### src/rtl/fast_op_sequencer.sv
// Walks the fields of a message template and issues one op per field onto a
// stream channel or a previous-value channel, based on the field's operator code.
module fast_op_sequencer #(
    parameter int FIELD_W    = 10,
    parameter int MAX_FIELDS = 16,
    parameter int MSG_ID_W   = 21,
    parameter int OP_W       = 1 + MSG_ID_W + FIELD_W,
    parameter int CNT_W      = $clog2(MAX_FIELDS + 1)
) (
    input  logic                           clk,
    input  logic                           rstn,
    input  logic                           msg_valid,
    output logic                           msg_ready,
    input  logic [MAX_FIELDS*FIELD_W-1:0]  msg_template,
    input  logic [MAX_FIELDS-1:0]          msg_pmap,
    input  logic [CNT_W-1:0]               msg_num_fields,
    output logic                           stream_valid,
    input  logic                           stream_ready,
    output logic [OP_W-1:0]                stream_op,
    output logic                           prev_valid,
    input  logic                           prev_ready,
    output logic [OP_W-1:0]                prev_op,
    output logic                           done,
    output logic [CNT_W-1:0]               done_stream_cnt,
    output logic [CNT_W-1:0]               done_prev_cnt,
    output logic                           err_op,
    output logic [1:0]                     dbg_state
);

    // Handshake: a channel transfers on a rising edge where valid && ready;
    // once valid rises, the op is held unchanged until that transfer.

    localparam int IDX_W = (MAX_FIELDS > 1) ? $clog2(MAX_FIELDS) : 1;

    typedef enum logic [1:0] {
        ST_IDLE = 2'd0,
        ST_WALK = 2'd1,
        ST_DONE = 2'd2
    } state_t;

    state_t                               state;
    logic [MAX_FIELDS-1:0][FIELD_W-1:0]   tmpl_q;
    logic [MAX_FIELDS-1:0]                pmap_q;
    logic [CNT_W-1:0]                     nf_q;
    logic [CNT_W-1:0]                     k_q;
    logic [CNT_W-1:0]                     s_cnt;
    logic [CNT_W-1:0]                     p_cnt;
    logic [MSG_ID_W-1:0]                  msg_id;

    logic [IDX_W-1:0]   k_idx;
    logic [FIELD_W-1:0] fld;
    logic [2:0]         code;
    logic               pbit;
    logic               to_stream;
    logic               to_prev;
    logic               wr_bit;
    logic               drop;
    logic               s_free;
    logic               p_free;
    logic               issue_s;
    logic               issue_p;
    logic               advance;
    logic               last;
    logic [CNT_W-1:0]   s_cnt_nx;
    logic [CNT_W-1:0]   p_cnt_nx;
    logic [CNT_W-1:0]   num_clamped;

    assign msg_ready = (state == ST_IDLE);
    assign dbg_state = state;

    assign num_clamped = (msg_num_fields > CNT_W'(MAX_FIELDS)) ? CNT_W'(MAX_FIELDS)
                                                               : msg_num_fields;

    always_comb begin
        k_idx     = k_q[IDX_W-1:0];
        fld       = tmpl_q[k_idx];
        code      = fld[FIELD_W-1 -: 3];
        pbit      = pmap_q[k_idx];
        to_stream = 1'b0;
        to_prev   = 1'b0;
        wr_bit    = 1'b0;
        drop      = 1'b0;
        case (code)
            3'd0, 3'd1, 3'd3: to_stream = 1'b1;
            3'd4: begin
                to_stream = 1'b1;
                wr_bit    = 1'b1;
            end
            // Present fields carry a fresh value; absent ones reuse the dictionary.
            3'd2, 3'd5, 3'd6: begin
                if (pbit) begin
                    to_stream = 1'b1;
                    wr_bit    = 1'b1;
                end else begin
                    to_prev   = 1'b1;
                end
            end
            default: drop = 1'b1;
        endcase

        s_free   = !stream_valid || stream_ready;
        p_free   = !prev_valid || prev_ready;
        issue_s  = (state == ST_WALK) && to_stream && s_free;
        issue_p  = (state == ST_WALK) && to_prev && p_free;
        advance  = (state == ST_WALK) && (drop || issue_s || issue_p);
        last     = ((k_q + CNT_W'(1)) == nf_q);
        s_cnt_nx = s_cnt + CNT_W'(issue_s);
        p_cnt_nx = p_cnt + CNT_W'(issue_p);
    end

    always_ff @(posedge clk or negedge rstn) begin
        if (!rstn) begin
            state           <= ST_IDLE;
            tmpl_q          <= '0;
            pmap_q          <= '0;
            nf_q            <= '0;
            k_q             <= '0;
            s_cnt           <= '0;
            p_cnt           <= '0;
            msg_id          <= '0;
            stream_valid    <= 1'b0;
            stream_op       <= '0;
            prev_valid      <= 1'b0;
            prev_op         <= '0;
            done            <= 1'b0;
            done_stream_cnt <= '0;
            done_prev_cnt   <= '0;
            err_op          <= 1'b0;
        end else begin
            done <= 1'b0;

            if (stream_valid && stream_ready) stream_valid <= 1'b0;
            if (prev_valid && prev_ready)     prev_valid   <= 1'b0;
            if (issue_s) begin
                stream_valid <= 1'b1;
                stream_op    <= {wr_bit, msg_id, fld};
            end
            if (issue_p) begin
                prev_valid <= 1'b1;
                prev_op    <= {wr_bit, msg_id, fld};
            end

            case (state)
                ST_IDLE: begin
                    if (msg_valid) begin
                        tmpl_q <= msg_template;
                        pmap_q <= msg_pmap;
                        nf_q   <= num_clamped;
                        k_q    <= '0;
                        s_cnt  <= '0;
                        p_cnt  <= '0;
                        if (num_clamped == '0) begin
                            state           <= ST_DONE;
                            done            <= 1'b1;
                            done_stream_cnt <= '0;
                            done_prev_cnt   <= '0;
                        end else begin
                            state <= ST_WALK;
                        end
                    end
                end
                ST_WALK: begin
                    if (advance) begin
                        k_q   <= k_q + CNT_W'(1);
                        s_cnt <= s_cnt_nx;
                        p_cnt <= p_cnt_nx;
                        if (drop) err_op <= 1'b1;
                        if (last) begin
                            state           <= ST_DONE;
                            done            <= 1'b1;
                            done_stream_cnt <= s_cnt_nx;
                            done_prev_cnt   <= p_cnt_nx;
                        end
                    end
                end
                ST_DONE: begin
                    msg_id <= msg_id + MSG_ID_W'(1);
                    state  <= ST_IDLE;
                end
                default: state <= ST_IDLE;
            endcase
        end
    end

endmodule

### config.mk
export PLATFORM = sky130hd
export DESIGN_NAME = fast_op_sequencer
export DESIGN_NICKNAME = d
export VERILOG_FILES = /design/src/rtl/fast_op_sequencer.sv
export SDC_FILE = /design/constraint.sdc
export NUM_CORES = 1
export LEC_CHECK = 0
export CAP_MARGIN = 0
export CELL_PAD_IN_SITES_DETAIL_PLACEMENT = 1
export CELL_PAD_IN_SITES_GLOBAL_PLACEMENT = 1
export CORE_ASPECT_RATIO = 2
export CORE_MARGIN = 2
export CORE_UTILIZATION = 43
export CTS_BUF_LIST = sky130_fd_sc_hd__clkbuf_4 sky130_fd_sc_hd__clkbuf_8 sky130_fd_sc_hd__clkbuf_16
export CTS_CLUSTER_SIZE = 16
export DETAILED_ROUTE_END_ITERATION = 10
export PLACE_DENSITY = 0.9
export SLEW_MARGIN = 40
export SYNTH_ARGS = -nofsm -noshare
export SYNTH_HDL_FRONTEND = slang
export SYNTH_SLANG_ARGS = --single-unit
### constraint.sdc
create_clock -name clk -period 6.91 [get_ports clk]
set_input_delay 2.073 -clock clk [delete_from_list [all_inputs] [get_ports clk]]
set_output_delay 2.073 -clock clk [all_outputs]
set_load 0.02 [all_outputs]
# After elaboration in Yosys (flattened, before gate mapping)
# Cells that the tools add are included.
# W data, S select, Z words.
dict set report word_totals {
  regBits 297
  latch_bits 0
  ramBits 0
  mem_bits_ro 0
  in_bits 186
  out_inout_bits 81
  word_cells 118
  n_memories 0
}
dict set report classes {
  addsub 4
  n_mul 0
  div_mod_pow 0
  order_cmp 2
  n_eq_ne 13
  shift 0
  n_mux 40
  n_bitwise 1
  reduce_logical 27
}
# cell count
set op_table {}
lappend op_table {{$mux W5} 11}
lappend op_table {{$pmux W5 S2} 5}
lappend op_table {{$bmux W10 S4} 1}
lappend op_table {{$add A21 B1 Y21 const B} 1}
lappend op_table {{$mux W1} 13}
lappend op_table {{$add A5 B1 Y5} 2}
lappend op_table {{$mux W10} 1}
lappend op_table {{$eq A3 B3 Y1 const B} 3}
lappend op_table {{$reduce_and A3 Y1} 3}
lappend op_table {{$mux W2} 4}
lappend op_table {{$logic_and A1 B1 Y1} 7}
lappend op_table {{$reduce_or A7 Y1} 1}
lappend op_table {{$eq A3 B2 Y1 const B} 2}
lappend op_table {{$ne A2 B2 Y1 const B} 3}
lappend op_table {{$pmux W1 S2} 3}
lappend op_table {{$reduce_bool A2 Y1} 3}
lappend op_table {{$add A5 B1 Y5 const B} 1}
lappend op_table {{$eq A5 B5 Y1} 1}
lappend op_table {{$gt A5 B5 Y1 const B} 1}
lappend op_table {{$logic_not A5 Y1} 1}
lappend op_table {{$lt A4 B5 Y1 const B} 1}
lappend op_table {{$reduce_and A5 Y1} 1}
lappend op_table {{$bmux W1 S4} 1}
lappend op_table {{$logic_or A1 B1 Y1} 4}
lappend op_table {{other kinds (12)} 13}

# Longest topological paths before layout
dict set report logic_depth {
  ltp_word 12
  depth_mapped 17
  mapped_depth_nobuf 13
}

# Worst setup path before layout
# No wires, ideal clock.
dict set report synth_path {
  kind {in2reg}
  start {in stream_ready}
  end {reg s_cnt[4]}
  setup_ps 66
  t_arrival_ps 3985
  required_time_ps 6844
  path_slack_ps 2859
  stages 13
  path_buffers 3
  path_cell_list {nand2b_1 -> and2_1 -> clkbuf_1 -> nand3_1 -> buf_2 -> buf_6 -> inv_1 -> ha_1 -> ha_1 -> nand3_1 -> or2_2 -> o31ai_1 -> a22o_1}
}
dict set report synth_via {
  elab_chain_len 7
  elab_cells_between_ends 10
  classes_between {1 x add/sub; 1 x eq/ne; 2 x mux; 6 x reduce/logical}
}
# item line
set synth_lines {}
lappend synth_lines {{start, declared} 18} ;# input logic stream_ready,
lappend synth_lines {{$logic_or A1 B1 Y1 *} 101} ;# s_free = !stream_valid || stream_ready;
lappend synth_lines {{$logic_and A1 B1 Y1 *} 103} ;# issue_s = (state == ST_WALK) && to_stream && s_free;
lappend synth_lines {{net issue_s} 60} ;# logic issue_s;
lappend synth_lines {{parallel branches: the longest is 5 deep, another holds $add A5 B1 Y5} n/a}
lappend synth_lines {{end signal, assigned} 165} ;# s_cnt <= s_cnt_nx;
lappend synth_lines {{end, declared} 46} ;# logic [CNT_W-1:0] s_cnt;
# Mark *: on every way through the listed nets, which the timed path passes. The select of a mux whose other input is x is not followed.
# A chain may end at the register's enable or synchronous reset.

# Final worst setup path
# Same ends and word-level chain as after synthesis.

==> flow_summary.ini <==
[setup_path]
arrival_ps = 4980
path_class = input pin to register
cpMostUsedCell = ha_1
worstSetupEndpointType = register
worstSetupStartpointType = input pin
slowest_delay_ps = 450
crit_family = simple AND/OR/NAND/NOR gates
worstPathCellList = clkdlybuf4s50_1 > nand2b_1 > and2_1 > nand3_4 > inv_1 > ha_1 > ha_1 > nand3_1 > or2_2 > o31ai_1 > a22o_1
critical_path_buf_inv_count = 2
critPathRequiredTime_ps = 7410
crit_slowest_cell = clkdlybuf4s50_1
cp_max_fo = 29

[global_route]
grt_max_degree = 141
antenna_found_initial = 6
grt_pass1_wl_um = 67200
grt_overflow_total = 0
grt_pass1_vias = 12200
track_usage = 0.268

[power]
p_leak_nw = 8.40
p_per_area_nw_per_um2 = 473
p_total_mw = 8.25
ir_worst_vdd_mv = 0.319

[logic_synthesis]
synth_top_area_frac = 0.553
synth_edf_count = 0
synth_cell_types = 65
yosys.area.top_type = dfrtp_1
synthFlopType = dfrtp_1
synth_xor_area_frac = 0.0169
synthMuxAreaShare = 0.136
synth_area_um2 = 13400
yosysWarnings = 0
ys_seq_area_frac = 0.553
synthTopCellsByArea = dfrtp_1 (55%), nand2_1 (17%), mux2i_1 (4.4%)
async_flop_share = 1.00
yosys_register_bits = 297
synthAdderAreaFrac = 0.00559
synth_top_family_by_area = simple AND/OR/NAND/NOR gates
synth-compound-area-share = 0.0588
syn_avg_cell_area_um2 = 10.2
syn_inst = 1323
yosys.area_share.simple = 0.201
syn_nets = 1515

[sta]
finalCriticalPeriod_ps = 4490
setup_viol = 0
worst_slew_pin_slew_ps = 848
whs_ps = 476
rsz0062_at_grt = false
max_slew_margin = 0.435
clock_skew_ps = 16.2
finalSetupTns_ps = 0
max_freq_mhz = 223
slew_violations = 0
fin_crit_sh = 0.649
hold_viol_final = 0

[final_layout]
final_nets = 1753
fin_area_um2 = 17400
final_common_cell = nand2_1
mostFrequentLayoutCells = nand2_1 (591), dfrtp_1 (294), clkdlybuf4s50_1 (265)
drive_gt1_frac = 0.0910
syn_to_final_growth_pct = 29.7

[clocking]
path_clk_slew_ps = 70
cts_root_buf = clkbuf_16
cts_tree = yes
holdBufCountCts = 0
cts_resized = 0
insertion_delay_ps = 570
cts.sinks = 297
ctsLongestPathBuffers = 3
numCtsBuffers = 27
h-tree-depth = 1
cts_post_setup_buffers_inserted = 0

[routing]
viasPerCell = 5.40
vias = 10800
drtIter0Drc = 587
drtAntennaViolNets = 0
met1Wirelength_um = 14800
highest_layer = met4
wl_um = 43100
wire_per_inst_um = 21.5
route.detailed.drc = 0
routed-wl-met3_um = 1380
met2_wirelength_um = 24300
firstDrtPassIters = 5

[placement]
dp_hpwl_um = 30800
place_area_um2 = 16500
gp_congestion = 0.863
io_buffers = 266

[floorplan]
die_x_um = 129
core_um2 = 30900
fp.dieH_um = 254
rows = 91
initial_core_util = 0.436
io_pins = 267
dieArea_um2 = 32800

[run_status]
outcome = completed

[hold_path]
min_path_type = register to register

[run]
maxCapViolations = 0
## synthesized netlist by cell type (3+ instances only)
cell and n:
clkbuf_1 50, a221oi_1 14, buf_2 12, nand3b_1 4, mux2_1 37, o2bb2ai_1 4, nand4_1 5, a221oi_2 4
dfrtp_1 297, o21ai_0 12, mux2_2 23, inv_1 11, o31ai_1 7, xor2_1 7, nor2b_1 5, ha_1 6
o21ai_1 3, a22oi_1 7, a21oi_1 7, mux4_2 25, and2_1 10, buf_6 7, nor3_1 3, nand3_1 16
nand2_1 592, nor2_1 14, nand2b_1 7, or2_2 5, o221ai_1 4, a22o_1 8, xnor2_1 19, mux2i_1 59
## sequential cells by signal, summed over array words and instances (netlist names)
register and flops:
s_cnt 5, stream_op 32, done_stream_cnt 5, p_cnt 5, done_prev_cnt 5, err_op 1, prev_valid 1, prev_op 32
dbg_state 2, stream_valid 1, k_q 5, pmap_q 16, done 1, nf_q 5, tmpl_q 160, msg_id 21
## metrics by stage
step | instances | util | setup slack, ps
global placement | 1945 | 0.531 | 1820
floorplan | 1323 | - | 2860
global route | 2006 | 0.565 | 2110
detailed placement | 1948 | 0.533 | 1630
CTS | 1998 | 0.562 | 1840
finish | 2006 | 0.565 | 2420
## metal layers
layer | global-route usage | vias up
li1 | - | 4867
met1 | 0.278 | 5518
met2 | 0.509 | 331
met3 | 0.0280 | 119
met4 | 0.153 | 0
met5 | 0 | -
## worst min-delay path, cell delays in order, from the launching register on
cell     delay, ps
dfrtp_1        340
nand2_1         50
nand2_1         50
## worst paths after layout
check	startpoint	endpoint	slack, ps	cells past startpoint
setup reg to reg	k_q[0]	s_cnt[4]	2450	16
hold / removal	tmpl_q[142]	tmpl_q[142]	480	2
min in group asynchronous	rstn	tmpl_q[35]	1350	1
hold reg to reg	tmpl_q[142]	tmpl_q[142]	480	2
max in group asynchronous	rstn	stream_op[22]	4150	3
setup / recovery	stream_ready	s_cnt[4]	2420	11
## layout make-up
class                           instances  area (um2)
Inverter                               11        41.3
Antenna cell                            6        15.0
Fill cell                            3351       13400
Multi-Input combinational cell        943        5650
Clock inverter                         17         158
Sequential cell                       297        7440
Timing Repair Buffer                  281        2870
Clock buffer                           33         739
Tap cell                              418         523
## power breakdown
part           total, mW  internal, mW  switching (mW)
Combinational       3.82          1.53            2.29
Sequential          2.88          2.40           0.479
Clock               1.55         0.845           0.705
## cell families after synthesis
| family | count (synthesis) |
|---|---|
| DFF | 297 |
| xor gates and xnor gates | 26 |
| muxes | 144 |
| AOI/OAI and AO/OA | 95 |
| adders and majority gates | 6 |
| and+or+nand+nor | 672 |
| buffers and inverters | 83 |
No activity file was read; power rests on OpenSTA's default activity.
